## config.mk

```make
export PLATFORM = sky130hd
export DESIGN_NAME = stump_control_ws
export DESIGN_NICKNAME = d
export VERILOG_FILES = /design/src/rtl/stump_control_ws.sv
export SDC_FILE = /design/constraint.sdc
export NUM_CORES = 1
export LEC_CHECK = 0
export ABC_AREA = 1
export BUFFER_PORTS_ARGS = -buffer_cell sky130_fd_sc_hd__clkbuf_2
export CORE_MARGIN = 3
export CORE_UTILIZATION = 37
export CTS_CLUSTER_DIAMETER = 200
export CTS_CLUSTER_SIZE = 40
export DETAILED_ROUTE_END_ITERATION = 10
export GPL_ROUTABILITY_DRIVEN = 0
export GPL_TIMING_DRIVEN = 0
export PLACE_DENSITY_LB_ADDON = 0.1
export SLEW_MARGIN = 20
export SYNTH_ARGS = -nofsm -noshare
export SYNTH_HDL_FRONTEND = slang
export SYNTH_SLANG_ARGS = --single-unit
```

## constraint.sdc

```tcl
create_clock -name clk -period 1.3 [get_ports clk]
set_input_delay 0.13 -clock clk [delete_from_list [all_inputs] [get_ports clk]]
set_output_delay 0.13 -clock clk [all_outputs]
set_load 0.03 [all_outputs]
```

## src/rtl/stump_control_ws.sv

```systemverilog
// Stump control unit with configurable FETCH/MEMORY wait states.
// Define STUMP_CTRL_MEM_RDY_EN to also stretch phases until mem_rdy is high.
module stump_control_ws #(
   parameter int WAIT_STATES = 0,
   parameter int WCNT_W      = 4
) (
   input  logic        clk,
   input  logic        rst,
   input  logic [15:0] ir,
   input  logic [3:0]  cc,
   input  logic        mem_rdy,
   output logic        fetch,
   output logic        execute,
   output logic        memory,
   output logic        ext_op,
   output logic        reg_write,
   output logic [2:0]  dest,
   output logic [2:0]  srcA,
   output logic [2:0]  srcB,
   output logic [1:0]  shift_op,
   output logic        opB_mux_sel,
   output logic [2:0]  alu_func,
   output logic        cc_en,
   output logic        mem_ren,
   output logic        mem_wen,
   output logic        wait_busy
);

   typedef enum logic [1:0] {FETCH, EXECUTE, MEMORY} state_t;

   localparam logic [WCNT_W-1:0] WS = WCNT_W'(WAIT_STATES);
   localparam logic [2:0] OP_MEM = 3'b110;
   localparam logic [2:0] OP_BR  = 3'b111;

   state_t            state, state_nx;
   logic [WCNT_W-1:0] cnt, cnt_nx;
   logic [2:0]        op;
   logic              at_ws, phase_done, cond_true;
   logic              rw_i, cce_i, mr_i, mw_i;
   logic              n, z, v, c;

   assign op    = ir[15:13];
   assign at_ws = (cnt == WS);
   assign {n, z, v, c} = cc;

`ifdef STUMP_CTRL_MEM_RDY_EN
   assign phase_done = at_ws & mem_rdy;
`else
   logic unused_rdy;
   assign unused_rdy = mem_rdy;
   assign phase_done = at_ws;
`endif

   always_ff @(posedge clk or posedge rst) begin
      if (rst) begin
         state <= FETCH;
         cnt   <= '0;
      end else begin
         state <= state_nx;
         cnt   <= cnt_nx;
      end
   end

   // Counter saturates at WS so a late mem_rdy just holds the phase.
   always_comb begin
      state_nx = state;
      cnt_nx   = cnt;
      unique case (state)
         FETCH: begin
            if (phase_done) begin
               state_nx = EXECUTE;
               cnt_nx   = '0;
            end else if (!at_ws) begin
               cnt_nx = cnt + WCNT_W'(1);
            end
         end
         EXECUTE: begin
            state_nx = (op == OP_MEM) ? MEMORY : FETCH;
            cnt_nx   = '0;
         end
         MEMORY: begin
            if (phase_done) begin
               state_nx = FETCH;
               cnt_nx   = '0;
            end else if (!at_ws) begin
               cnt_nx = cnt + WCNT_W'(1);
            end
         end
         default: begin
            state_nx = FETCH;
            cnt_nx   = '0;
         end
      endcase
   end

   always_comb begin
      cond_true = 1'b0;
      unique case (ir[11:8])
         4'd0:  cond_true = 1'b1;
         4'd1:  cond_true = 1'b0;
         4'd2:  cond_true = ~c & ~z;
         4'd3:  cond_true = c | z;
         4'd4:  cond_true = ~c;
         4'd5:  cond_true = c;
         4'd6:  cond_true = ~z;
         4'd7:  cond_true = z;
         4'd8:  cond_true = ~v;
         4'd9:  cond_true = v;
         4'd10: cond_true = ~n;
         4'd11: cond_true = n;
         4'd12: cond_true = (n == v);
         4'd13: cond_true = (n != v);
         4'd14: cond_true = ~z & (n == v);
         4'd15: cond_true = z | (n != v);
         default: cond_true = 1'b0;
      endcase
   end

   always_comb begin
      ext_op      = 1'b0;
      rw_i        = 1'b0;
      dest        = ir[10:8];
      srcA        = ir[7:5];
      srcB        = ir[4:2];
      shift_op    = ir[1:0];
      opB_mux_sel = 1'b0;
      alu_func    = 3'b000;
      cce_i       = 1'b0;
      mr_i        = 1'b0;
      mw_i        = 1'b0;
      unique case (state)
         FETCH: mr_i = 1'b1;
         EXECUTE: begin
            if (op == OP_BR) begin
               dest        = 3'd7;
               srcA        = 3'd7;
               opB_mux_sel = 1'b1;
               ext_op      = 1'b1;
               rw_i        = cond_true;
            end else begin
               if (ir[12]) begin
                  opB_mux_sel = 1'b1;
                  shift_op    = 2'b00;
               end
               if (op != OP_MEM) begin
                  alu_func = op;
                  rw_i     = 1'b1;
                  cce_i    = ir[11];
               end
            end
         end
         MEMORY: begin
            if (ir[11]) begin
               mw_i = 1'b1;
               srcB = ir[10:8];
            end else begin
               mr_i = 1'b1;
               rw_i = phase_done;
            end
         end
         default: ;
      endcase
   end

   assign fetch     = (state == FETCH);
   assign execute   = (state == EXECUTE);
   assign memory    = (state == MEMORY);
   assign reg_write = rw_i & ~rst;
   assign cc_en     = cce_i & ~rst;
   assign mem_ren   = mr_i & ~rst;
   assign mem_wen   = mw_i & ~rst;
   assign wait_busy = ~rst & (state != EXECUTE) & ~phase_done;

endmodule

```

==> PnR_summary.wiki <==
{| class="wikitable"
! Metric !! Value
|-
| Final core utilization || 88.7%
|-
| Clock tree from TritonCTS || yes
|-
| Synthesized Nets || 157
|-
| Clock transition at the register clock pins on the worst setup and hold paths after CTS || roughly 0.040 ns
|-
| Die area || 2540 sq um
|-
| Max-slew violation count || 0
|-
| Violated checks || negative setup slack
|-
| Leakage || 0.000789 uW
|-
| Count of TritonRoute iterations in the first routing pass || 5
|-
| Worst supply voltage drop on vdd || about 1400 uV
|-
| Status || complete, but fails checks
|-
| Row count || 15
|-
| DRT Wirelength || 3070 microns
|-
| Worst path setup slack after routing || -0.303 ns
|-
| Normalized max-slew margin || 79.3%
|-
| Root Driver || clkbuf_4
|-
| Share of synthesized cell area in full adder, half adder and majority cells || 8.56%
|-
| Number of non-filler instances in the completed layout || ~210
|-
| Buffer depth of the longest clock path || 2
|-
| Fraction of synthesized cell area in xor and xnor cells || 1.20%
|-
| Register area || 150 sq um
|-
| Clock Skew || between 0.0015 and 0.002 ns
|-
| Net count of the finished layout || 219
|-
| # clock sinks || 6
|-
| Pwr per Cell Area || 1090 nW/um^2
|-
| CP cell instances || inv_1 -> ha_2 -> nand2_2 -> nor2_4 -> nand3_2 -> a21oi_4 -> buf_8
|-
| Unrepaired setup endpoints after global routing || true
|-
| Number of setup violations in the final report || 28
|-
| Setup crit start || cnt[1]
|-
| Largest incremental delay on the critical path || ~0.39 ns
|-
| Critical path startpoint category || flop
|-
| Placeable core region || 1800 sq um
|-
| Clock latency reported for the late side of the worst-skew pair || 0.24 ns
|-
| Final period demand of the worst path || approximately 1.6 ns
|-
| Number of filler cells placed in the layout || 92
|-
| Fraction of final layout cells sized beyond drive strength 1 || 56.6%
|-
| End of the worst register-to-register path || state[1]
|-
| Total power draw || roughly 1700 uW
|-
| Kind of capture point of the worst setup path || output pin
|-
| Yosys synthesis warning count || 0
|-
| Capturing element of the worst setup path || reg_write
|-
| Global routing usage summed across all routing layers || 23.3%
|-
| Fmax || between 600 and 700 MHz
|-
| Number of distinct library cells after synthesis || 21
|-
| Count of vias placed by the detailed router || around 1100
|-
| Type of the most critical hold path || primary input to flop
|-
| Initial Utilization || 40.6%
|-
| Vias per cell || 5.19
|-
| Post-Synth Simple-Gate Area || 44.9%
|-
| Worst Reg2Reg Path Length in Cells || 7
|-
| Crit path max fanout || 2
|-
| Placed wire-length estimate || 1750 microns
|-
| Number of stages on the worst setup path || 7
|-
| Flip-flop and latch count after synthesis || 6
|-
| Critical path data arrival time || 1.47 ns
|-
| Period utilization || 123%
|-
| DRC violations left || 0
|-
| Seq/Total Area, Yosys || 20.5%
|-
| H-tree level count || 1
|-
| Gate count after technology mapping || 129
|-
| Cell type of the slowest stage on the worst timing path || dfrtp_1
|-
| Area occupied by multi-input gates || 767 sq um
|-
| Die X || 50.4 microns
|-
| Io pins || 47
|-
| Smallest hold slack || 0.299 ns
|-
| # port buffers || 45
|-
| Initial antenna violation count || 0
|-
| Global-route wire length before repair || 4550 microns
|-
| Fraction of synthesized area in multiplexers || 0%
|-
| CP required || 1.17 ns
|-
| Worst Path Class, Setup || flop to output pin
|-
| Maximum number of pins on one net before global-route repair || 9
|-
| Cell family contributing the most delay on the critical path || flip-flops
|-
| Max Cap Violations || 0
|-
| Synthesized cell area || between 700 and 800 sq um
|-
| Number of global-route vias before repair || 1103
|-
| Num CTS Buffers || 3
|-
| Number of antenna repair diodes || 0
|-
| Number of DRC violations after detailed-routing iteration 0 || 32
|-
| Reg-to-reg critical path startpoint || state[1]
|-
| Wire length per cell || 14.3 microns
|-
| Average cell area after synthesis || 5.66 sq um
|-
| Number of endpoints with negative hold slack in the final report || 0
|-
| Combinational family with the most area after synthesis || simple AND/OR/NAND/NOR gates
|-
| Area fraction in compound gates after synthesis || a little over an eighth
|-
| Height of the die || 50.4 microns
|-
| Tightest Pin Transition || 0.309 ns
|-
| Register-to-register setup slack || -0.21 ns
|-
| CP bufs+invs || 2
|-
| Area overhead of the layout relative to synthesis || 119%
|-
| Antenna viol nets, final || 0
|-
| # placed instances || just under 200
|-
| Total grt overflow || 0
|}
-- through the flow --
step                setup WS (ns)  setup TNS, ns  cell area (sq um)
floorplan                  -0.170          -2.36                892
global placement           -0.242          -1.71               1150
detailed placement         -0.255          -2.07               1150
CTS                        -0.242          -4.72               1510
global route               -0.373          -7.40               1600
finish                     -0.303          -5.74               1600
-- how the worst min path moves through the flow --
stage	from	to	slack, ns	cells after the start
floorplan	rst	cnt[0]	-0.07	1
global placement	rst	cnt[2]	0.18	2
detailed placement	rst	state[1]	0.18	2
CTS	ir[13]	state[1]	0.28	4
global route	ir[13]	state[1]	0.33	4
finish	ir[13]	state[1]	0.30	4
-- cell usage in the layout, fill, tap and decap left out, types with 3 or more instances in the layout --
master / Yosys / routed
a21oi_1: 4 / 3
buf_4: 0 / 10
buf_6: 0 / 5
buf_8: 0 / 10
clkbuf_2: 0 / 21
clkbuf_4: 0 / 4
clkbuf_8: 0 / 10
dfrtp_1: 6 / 6
ha_4: 0 / 3
inv_1: 19 / 14
inv_2: 1 / 4
nand2_1: 43 / 32
nand2_2: 1 / 4
nand2_4: 0 / 7
nand3_1: 10 / 8
nor2_1: 18 / 11
nor2_2: 2 / 5
nor2_4: 0 / 4
o21ai_4: 0 / 3
or2_4: 0 / 3
-- repair_timing --
action,4_1_cts,5_1_grt
hold buffers,1,0
gates resized for setup,66,25
setup endpoints to repair,26,29
pin swaps,10,6
setup buffers,9,3
endpoints found under the hold margin,6,0
-- cells in the mapped netlist, drive strengths merged --
library cell / count / share of area (%)
a21oi: 6 / 5.1
a31oi: 2 / 1.7
buf: 1 / 0.68
clkinv: 1 / 0.68
dfrtp: 6 / 21
ha: 5 / 8.6
inv: 20 / 10
nand2: 44 / 23
nand3: 10 / 6.8
nor2: 20 / 11
nor3: 1 / 0.68
nor4: 1 / 0.86
o21a: 2 / 2.1
o21ai: 5 / 3.4
o22ai: 1 / 0.86
or2: 3 / 2.6
xnor2: 1 / 1.2
-- power breakdown --
part	internal (uW)	switching, uW
Clock	104	67.5
Sequential	206	21.2
Combinational	583	757
Total	894	845
-- worst reg2reg max path, stage by stage, from the launching register on --
cell	delay [ns]
dfrtp_1	0.38
buf_4	0.15
ha_4	0.19
buf_4	0.14
buf_6	0.12
o22ai_4	0.24
nand3_2	0.12
o21ai_1	0.09
-- logic make-up (layout without fill, tap and decap cells) --
kind of cell,count (synthesis),after routing
flops,6,6
simple gates,79,79
buf+inv,22,82
xor+xnor,1,1
fa+ha+maj,5,5
compound gates,16,16
-- state kept, by name, summed over array words and instances (netlist names) --
name and count:
state 2, cnt 4
-- cell type report --
type                       instances  share of cell area [%]
sequential                         6                    9.40
timing repair buffer              58                    33.9
clock buffer                       3                    1.41
inverter                          21                    5.32
multi-input combinational        101                    48.0
tap                               25                    1.96
-- metal layers --
| layer | GRT usage (%) | share of wire, % | up-vias |
|---|---|---|---|
| met2 | 45.0 | 58 | 45 |
| met4 | 13.0 | 4.2 | 0 |
| met1 | 22.9 | 34 | 528 |
| met3 | 3.86 | 4.1 | 12 |
| li1 | - | - | 526 |
| met5 | 0 | 0 | - |
Power figures use the tool's default switching activity.
